`config.mk`:
```
export PLATFORM = sky130hd
export DESIGN_NAME = stream_tap_arbiter_flat
export DESIGN_NICKNAME = d
export VERILOG_FILES = /design/src/rtl/stream_tap_arbiter_if.sv /design/src/rtl/stream_tap_arbiter.sv /design/src/flat_wrapper.sv
export SDC_FILE = /design/constraint.sdc
export NUM_CORES = 1
export LEC_CHECK = 0
export ABC_AREA = 1
export ABC_CLOCK_PERIOD_IN_PS = 3250
export CAP_MARGIN = 20
export CORE_AREA = 10 10 318 320
export DETAILED_ROUTE_END_ITERATION = 8
export DIE_AREA = 0 0 328 330
export PLACE_DENSITY = 0.35
export SLEW_MARGIN = 20
export SYNTH_ARGS = -nofsm -noshare
export SYNTH_HDL_FRONTEND = slang
export SYNTH_SLANG_ARGS = --single-unit
```
`constraint.sdc`:
```
create_clock -name clk -period 3.25 [get_ports clk]
set_input_delay 0.325 -clock clk [delete_from_list [all_inputs] [get_ports clk]]
set_output_delay 0.325 -clock clk [all_outputs]
set_load 0.03 [all_outputs]
```
`src/rtl/stream_tap_arbiter_if.sv`:
```
// Channel-tap requester bundle and muxed output stream.
// slave: arbiter side; master: taps plus downstream sink.
interface stream_tap_arbiter_if #(
  parameter int NUM_SRC    = 5,
  parameter int DATA_WIDTH = 128
);
  logic [NUM_SRC-1:0]            src_valid;
  logic [NUM_SRC-1:0]            src_in_progress;
  logic [NUM_SRC-1:0]            src_last;
  logic [NUM_SRC*DATA_WIDTH-1:0] src_data;
  logic [NUM_SRC-1:0]            src_ready;
  logic [DATA_WIDTH-1:0]         m_axis_tdata;
  logic                          m_axis_tvalid;
  logic                          m_axis_tlast;
  logic [2:0]                    m_axis_tid;
  logic                          m_axis_tready;

  modport slave (
    input  src_valid,
    input  src_in_progress,
    input  src_last,
    input  src_data,
    input  m_axis_tready,
    output src_ready,
    output m_axis_tdata,
    output m_axis_tvalid,
    output m_axis_tlast,
    output m_axis_tid
  );

  modport master (
    output src_valid,
    output src_in_progress,
    output src_last,
    output src_data,
    output m_axis_tready,
    input  src_ready,
    input  m_axis_tdata,
    input  m_axis_tvalid,
    input  m_axis_tlast,
    input  m_axis_tid
  );
endinterface

```
`src/rtl/stream_tap_arbiter.sv`:
```
// Round-robin packet arbiter merging channel taps into one stream.
// Grants are held per packet and force-released after idle timeout.
module stream_tap_arbiter #(
  parameter int NUM_SRC    = 5,
  parameter int DATA_WIDTH = 128,
  parameter int TIMEOUT    = 255
) (
  input  logic                  clk,
  input  logic                  resetn,
  stream_tap_arbiter_if.slave   bus,
  output logic [31:0]           pkt_count,
  output logic [15:0]           timeout_count
);
  localparam int IW = $clog2(NUM_SRC);
  localparam logic [IW:0] NS = (IW+1)'(NUM_SRC);
  localparam logic [IW-1:0] LAST_IDX = IW'(NUM_SRC - 1);
  localparam logic [16:0] TO_L = 17'(TIMEOUT);

  typedef enum logic {
    IDLE,
    LOCKED
  } state_t;

  state_t          r_state;
  logic [IW-1:0]   r_gnt;
  logic [IW-1:0]   r_rr_ptr;
  logic [15:0]     r_idle_cnt;
  logic [31:0]     r_pkt_count;
  logic [15:0]     r_to_count;

  logic [DATA_WIDTH-1:0] w_data [NUM_SRC];
  logic [IW-1:0]   w_pick;
  logic            w_any;
  logic [IW:0]     w_sum;
  logic [IW-1:0]   w_idx;
  logic            w_locked;
  logic            w_hs;
  logic            w_last_hs;
  logic            w_busy;
  logic [IW-1:0]   w_next_ptr;
  logic [16:0]     w_idle_nxt;

  for (genvar g = 0; g < NUM_SRC; g++) begin : g_unpack
    assign w_data[g] = bus.src_data[g*DATA_WIDTH +: DATA_WIDTH];
  end

  // first valid requester at or after rr_ptr, wrapping
  always_comb begin
    w_pick = '0;
    w_any  = 1'b0;
    w_sum  = '0;
    w_idx  = '0;
    for (int k = 0; k < NUM_SRC; k++) begin
      w_sum = {1'b0, r_rr_ptr} + (IW+1)'(k);
      if (w_sum >= NS) w_sum = w_sum - NS;
      w_idx = w_sum[IW-1:0];
      if (!w_any && bus.src_valid[w_idx]) begin
        w_any  = 1'b1;
        w_pick = w_idx;
      end
    end
  end

  assign w_locked = (r_state == LOCKED);

  always_comb begin
    bus.src_ready     = '0;
    bus.m_axis_tvalid = 1'b0;
    bus.m_axis_tlast  = 1'b0;
    bus.m_axis_tdata  = '0;
    bus.m_axis_tid    = '0;
    if (w_locked) begin
      bus.src_ready[r_gnt] = bus.m_axis_tready;
      bus.m_axis_tvalid    = bus.src_valid[r_gnt];
      bus.m_axis_tlast     = bus.src_last[r_gnt];
      bus.m_axis_tdata     = w_data[r_gnt];
      bus.m_axis_tid       = 3'(r_gnt);
    end
  end

  assign w_hs       = w_locked & bus.m_axis_tvalid & bus.m_axis_tready;
  assign w_last_hs  = w_hs & bus.m_axis_tlast;
  assign w_busy     = bus.src_in_progress[r_gnt] & bus.src_valid[r_gnt];
  assign w_next_ptr = (r_gnt == LAST_IDX) ? '0 : r_gnt + 1'b1;
  assign w_idle_nxt = {1'b0, r_idle_cnt} + 17'd1;

  always_ff @(posedge clk or negedge resetn) begin
    if (!resetn) begin
      r_state     <= IDLE;
      r_gnt       <= '0;
      r_rr_ptr    <= '0;
      r_idle_cnt  <= '0;
      r_pkt_count <= '0;
      r_to_count  <= '0;
    end else begin
      unique case (r_state)
        IDLE: begin
          r_idle_cnt <= '0;
          if (w_any) begin
            r_gnt   <= w_pick;
            r_state <= LOCKED;
          end
        end
        LOCKED: begin
          if (w_last_hs) begin
            r_state     <= IDLE;
            r_rr_ptr    <= w_next_ptr;
            r_pkt_count <= r_pkt_count + 32'd1;
            r_idle_cnt  <= '0;
          end else if (w_hs || w_busy) begin
            r_idle_cnt <= '0;
          end else if (w_idle_nxt == TO_L) begin
            r_state    <= IDLE;
            r_rr_ptr   <= w_next_ptr;
            r_idle_cnt <= '0;
            if (r_to_count != 16'hFFFF)
              r_to_count <= r_to_count + 16'd1;
          end else begin
            r_idle_cnt <= w_idle_nxt[15:0];
          end
        end
        default: r_state <= IDLE;
      endcase
    end
  end

  assign pkt_count     = r_pkt_count;
  assign timeout_count = r_to_count;
endmodule

```
`src/flat_wrapper.sv`:
```
// flat-port wrapper written by rule: the top's interface ports become plain ports
module stream_tap_arbiter_flat 
#(
  parameter int NUM_SRC    = 5,
  parameter int DATA_WIDTH = 128,
  parameter int TIMEOUT    = 255
)
  (clk, resetn, pkt_count, timeout_count, bus_src_valid, bus_src_in_progress, bus_src_last, bus_src_data, bus_m_axis_tready, bus_src_ready, bus_m_axis_tdata, bus_m_axis_tvalid, bus_m_axis_tlast, bus_m_axis_tid);
  stream_tap_arbiter_if #(.NUM_SRC(NUM_SRC), .DATA_WIDTH(DATA_WIDTH)) bus_i ();
  input  logic clk;
  input  logic resetn;
  output logic [31:0] pkt_count;
  output logic [15:0] timeout_count;
  input wire logic [$bits(bus_i.src_valid)-1:0] bus_src_valid;
  input wire logic [$bits(bus_i.src_in_progress)-1:0] bus_src_in_progress;
  input wire logic [$bits(bus_i.src_last)-1:0] bus_src_last;
  input wire logic [$bits(bus_i.src_data)-1:0] bus_src_data;
  input wire logic [$bits(bus_i.m_axis_tready)-1:0] bus_m_axis_tready;
  output wire logic [$bits(bus_i.src_ready)-1:0] bus_src_ready;
  output wire logic [$bits(bus_i.m_axis_tdata)-1:0] bus_m_axis_tdata;
  output wire logic [$bits(bus_i.m_axis_tvalid)-1:0] bus_m_axis_tvalid;
  output wire logic [$bits(bus_i.m_axis_tlast)-1:0] bus_m_axis_tlast;
  output wire logic [$bits(bus_i.m_axis_tid)-1:0] bus_m_axis_tid;
  assign bus_i.src_valid = bus_src_valid;
  assign bus_i.src_in_progress = bus_src_in_progress;
  assign bus_i.src_last = bus_src_last;
  assign bus_i.src_data = bus_src_data;
  assign bus_i.m_axis_tready = bus_m_axis_tready;
  assign bus_src_ready = bus_i.src_ready;
  assign bus_m_axis_tdata = bus_i.m_axis_tdata;
  assign bus_m_axis_tvalid = bus_i.m_axis_tvalid;
  assign bus_m_axis_tlast = bus_i.m_axis_tlast;
  assign bus_m_axis_tid = bus_i.m_axis_tid;
  stream_tap_arbiter #(.NUM_SRC(NUM_SRC), .DATA_WIDTH(DATA_WIDTH), .TIMEOUT(TIMEOUT)) u_core (.clk(clk), .resetn(resetn), .bus(bus_i), .pkt_count(pkt_count), .timeout_count(timeout_count));
endmodule
```
# Word level (Yosys, flattened, before mapping)
# Index checks and enable logic that the tools add are counted.
[totals]
regBits = 71
latchBits = 0
ramBits = 0
rom_bits = 0
in_bits = 658
out_inout_bits = 186
word_cells = 114
mem_count = 0
[op_classes]
addsub = 13
multipliers = 0
n_div = 0
order_cmp = 13
n_eq_ne = 4
shift = 0
muxes = 54
bitwise_logic = 9
reduce_logical = 15
[ops]
columns = ["operator", "n"]
rows = [
  ["$bmux 128 s3", 1],
  ["$mux 128", 3],
  ["$mux 16", 3],
  ["$mux 3", 15],
  ["$add 32x1->32 const B", 1],
  ["$pmux 16 s2", 1],
  ["$bmux 1 s3", 8],
  ["$lt 3x4->1 const B", 6],
  ["$mux 1", 20],
  ["$add 16x1->17 const B", 1],
  ["$eq 17x8->1 const B", 1],
  ["$add 16x1->16 const B", 1],
  ["$ge 4x3->1 const B", 4],
  ["$ne 16x16->1 const B", 1],
  ["$sub 3x3->3 const B", 5],
  ["$add 3x2->4 const B", 2],
  ["$and 5x5->5", 1],
  ["$logic_and 1x1->1", 5],
  ["$mux 5", 1],
  ["$reduce_and 5->1", 1],
  ["$add 3x1->4 const B", 1],
  ["$add 3x3->4 const B", 1],
  ["$and 1x1->1", 4],
  ["$ge 4x4->1 const B", 1],
  ["other kinds (14)", 20],
]

# Logic depth before layout (Yosys ltp)
# Gate-level depths: netlist of run 1.
[logic_depth]
word_depth = 19
mapped_depth = 18
mapped_depth_nobuf = 17

# Worst setup path after synthesis of run 1
# OpenSTA, ideal clock, no wires.
[synth_timing]
path_kind = "register to register"
startpoint = "reg u_core.r_rr_ptr[0]"
endpoint = "reg u_core.r_gnt[1]"
setup_ps = 116
t_arrival_ps = 2444
required_ps = 3134
setup_slack_ps = 690
path_stages_with_launch = 18
path_buffers = 1
synth_period_minus_slack_ps = 2560
path_cell_list = "dfrtp_1 > buf_2 > inv_2 > ha_1 > inv_1 > fa_1 > o21ai_0 > nand2_1 > nand2_1 > nand3_1 > nand3_1 > nand2_1 > inv_1 > nand4_1 > nand2_1 > inv_1 > nand2_1 > nand2_1"
[synth_via]
elab_chain_len = 18
word_cells_on_any_way = 48
cone_classes = "add/sub (9); order compare (5); mux (25); reduce/logical (9)"
[synth_lines]
columns = ["element", "line_no", "rtl"]
rows = [
  ["from (decl)", "stream_tap_arbiter.sv:26", "logic [IW-1:0] r_rr_ptr;"],
  ["from (signal assigned)", "stream_tap_arbiter.sv:107", "r_rr_ptr <= w_next_ptr;"],
  ["from (signal assigned)", "stream_tap_arbiter.sv:114", "r_rr_ptr <= w_next_ptr;"],
  ["parallel branches: the longest is 18 deep, another holds $add 3x1->4", "-", ""],
  ["to (signal assigned)", "stream_tap_arbiter.sv:100", "r_gnt <= w_pick;"],
  ["to (decl)", "stream_tap_arbiter.sv:25", "logic [IW-1:0] r_gnt;"],
]
# Parallel ways; which one is timed is not known. The select of a mux whose other input is x is not followed.
# A chain may end at the register's enable or synchronous reset.

# Worst setup path in the final report of run 1
[layout_timing]
startpoint = "reg u_core.r_gnt[0]"
endpoint = "out bus_m_axis_tdata[15]"
[layout_via]
elab_chain_len = 5
[layout_lines]
columns = ["element", "line_no", "rtl"]
rows = [
  ["$not 3->4 (implied by the code)", "stream_tap_arbiter.sv:76", "bus.m_axis_tdata = w_data[r_gnt];"],
  ["$bmux 128 s3", "stream_tap_arbiter.sv:76", ""],
  ["$mux 128 (implied by the code) (2 in series)", "stream_tap_arbiter.sv:76", ""],
  ["$mux 128", "stream_tap_arbiter.sv:72", "if (w_locked) begin"],
  ["to (decl)", "flat_wrapper.sv:20", "output wire logic [$bits(bus_i.m_axis_tdata)-1:0] bus_m_axis_tdata;"],
]
# No other way between the ends. The select of a mux whose other input is x is not followed.

==> metrics.yaml, run 1 <==
synth_seq_cells: 71
drive_gt1_share_pct: 9.26
htree_levels: 3
grt_pass1_wl_um: 147000
cts.sinks: 71
dr.pass1.iters: 5
ant_nets: 0
reg2reg_to: "u_core.r_gnt[1]"
pre_cts_ws_ns: 0.374
timing.rr.start: "u_core.r_rr_ptr[0]"
path_delay_family: "buffers and inverters"
drc: 0
io_buffers: 843
synth_warnings: 0
rows: 113
cp_max_fo: 109
max_freq_ghz: 0.325
setup_viol: 0
total_power_uw: 15700
synth_ff_type: "dfrtp_1"
yosysMostFrequentCell: "nand2_1"
wire_per_inst_um: 28.2
finalHoldViolations: 0
grt_overflow: 0
initial_core_util_pct: 11.0
grt_max_degree: 133
worstPathRequired_ns: 2.92
clkLatencyLatePin_ns: 0.34
fin_crit_sh_pct: 94.7
final_nets: 3271
synth_top_area_share_pct: 17.1
root_buffer: "clkbuf_16"
cp_slowest_cell: "dfrtp_4"
slew_headroom_pct: 49.7
finalInstanceArea_um2: 21000
vdd_drop_max_mv: 0.401
maxCapViolCount: 0
ys_types: 44
syn_nets: 2513
drv_slew: 0
core_um2: 94600
vias_per_cell: 4.26
die_w_um: 328
fin_ws_ns: 0.171
wl_um: 110000
yosysSeqAreaShare_pct: 17.1
status: "complete, no violations"
yosysTopAreaCell: "dfrtp_1"
path_class: "reg -> out"
finClkSkew_ns: 0.0122
leakagePower_uw: 0.00885
synth_area_per_cell_um2: 5.65
powerDensity_nw_per_um2: 747
reg2reg_depth: 16
async_flop_share_pct: 100
hold_path.class: "in -> async"
die_area_um2: 108000
cp_num_buf_inv: 4
io_pins: 844
tightest_slew_ns: 0.755
slowest_delay_ns: 0.60
cp.arrival_ns: 2.75
place.gp.congestion: 0.968
antenna_found_initial: 91
crit_path_end_kind: "primary output"
cts_tree: "done"
grt.total_usage_pct: 19.1
clk_pin_slew_ns: 0.07
tns_ns: 0
cts_buffers: 9
hpwl_um: 94200
r2r_slack_ns: 0.44
synth_commonest_cells: "nand2_1, nor2_1, o21ai_0"
vias: 16600
fillers: 10800
worstPathCellList: "inv_8 -> nand2_2 -> nor2_4 -> buf_12 -> nand2_1 -> o221ai_1 -> nand2_1 -> inv_1 -> buf_12"
area_growth_pct: 102
netlist_area_um2: 10400
period_needed_ns: 3.08
die_y_um: 330
start_kind: "register"
rsz0062_at_grt: "false"
synth_cells: 1840
synth.area.top_cells: "dfrtp_1, nand2_1, o21ai_0"
synth-edff-count: 0
cts_buffer_depth: 2
dr.first_iter.drc_count: 1178
place_area_um2: 20600
grt_pass1_vias: 17400
per-layer routing:
metal | vias up | share of wire (%) | global-route usage (%)
li1 | 7649 | - | -
met1 | 7929 | 39 | 21.9
met3 | 163 | 9.4 | 6.59
met5 | - | 0.19 | 0
met2 | 842 | 48 | 32.4
met4 | 34 | 3.8 | 7.72
what timing repair did:
action / CTS / global route
setup endpoints to repair: 0 / 1
hold buffers: 0 / 1
endpoints found under the hold margin: 0 / 13
buffers inserted: 0 / 0
resized for setup: 0 / 1
cells in the final DEF (no fill, tap or decap), types with 59 or more instances in the layout:
cell / instances
o21ai_0: 265
clkdlybuf4s50_1: 711
nor2_1: 325
buf_12: 62
nand2_1: 447
nand3_1: 59
buf_4: 98
o221ai_1: 128
dfrtp_1: 68
inv_1: 201
how the worst max path moves through the flow:
| stage | from | endpoint | slack [ns] | cells past startpoint |
|---|---|---|---|---|
| 6_report | u_core.r_gnt[0] | bus_m_axis_tdata[15] | 0.17 | 9 |
| 5_1_grt | u_core.r_gnt[0] | bus_m_axis_tdata[15] | 0.05 | 9 |
| 4_1_cts | u_core.r_gnt[1] | bus_m_axis_tdata[105] | 0.10 | 8 |
| 3_5_place_dp | u_core.r_rr_ptr[1] | u_core.r_gnt[1] | 0.37 | 15 |
| 3_3_place_gp | u_core.r_rr_ptr[1] | u_core.r_gnt[1] | 0.35 | 15 |
| 2_1_floorplan | u_core.r_rr_ptr[0] | u_core.r_gnt[1] | 0.69 | 17 |
registers in the layout (all words and copies together) (netlist names):
signal                flops
u_core.r_state            1
u_core.r_rr_ptr           3
u_core.timeout_count     16
u_core.r_idle_cnt        16
u_core.r_gnt              3
u_core.pkt_count         32
kinds of logic after synthesis:
logic type | Yosys count | synth area share [%]
buffers and inverters | 336 | 12.7
DFF | 71 | 17.1
adders and majority gates | 15 | 1.88
and+or+nand+nor | 949 | 38.7
xor gates and xnor gates | 58 | 4.89
AOI/OAI and AO/OA | 411 | 24.8
worst reg2reg max path, cell delays in order (launching register included):
cell and delay [ns]:
dfrtp_1 0.38, inv_2 0.16, ha_1 0.21, inv_1 0.06
fa_1 0.41, o21ai_0 0.37, nand2_1 0.19, nand2_1 0.11
nand3b_1 0.08, nand3_1 0.08, nand2_1 0.09, inv_1 0.09
nand4_1 0.12, nand2_1 0.16, inv_1 0.08, nand2_1 0.07
nand2_1 0.05
power by group:
group | internal [µW] | switching [µW] | leakage, µW | total, µW
Clock | 630 | 446 | 0.000152 | 1080
Sequential | 963 | 172 | 0.000965 | 1130
Combinational | 5140 | 8340 | 0.00774 | 13500
cell type report:
class                      count  area, µm²  area share, %
timing repair buffer         873       9110           43.4
multi-input combinational   1433       7320           34.9
sequential                    71       1790           8.51
tap                         1265       1580           7.54
inverter                     210        797           3.80
clock buffer                  10        239           1.14
antenna                       33       82.6          0.393
clock inverter                 6       75.1          0.358
through the flow:
| stage | util (%) | hold WS, ns | std cells |
|---|---|---|---|
| 3_3_place_gp | 21.7 | 0.475 | 3850 |
| 3_5_place_dp | 21.7 | 0.477 | 3850 |
| 5_1_grt | 22.2 | 0.467 | 3894 |
| 6_report | 22.2 | 0.429 | 3901 |
| 2_1_floorplan | - | 0.0294 | 1840 |
| 4_1_cts | 22.1 | 0.170 | 3866 |
Power figures use the tool's default switching activity.
==> run 2, diff against run 1 <==
--- a/config.mk
+++ b/config.mk
@@ -9,6 +9,7 @@
 export ABC_CLOCK_PERIOD_IN_PS = 3250
 export CAP_MARGIN = 20
 export CORE_AREA = 10 10 318 320
+export CTS_CLUSTER_SIZE = 25
 export DETAILED_ROUTE_END_ITERATION = 8
 export DIE_AREA = 0 0 328 330
 export PLACE_DENSITY = 0.35
==> results of run 2 <==
No change in the layout: final DEF, timing and power equal those of run 1.
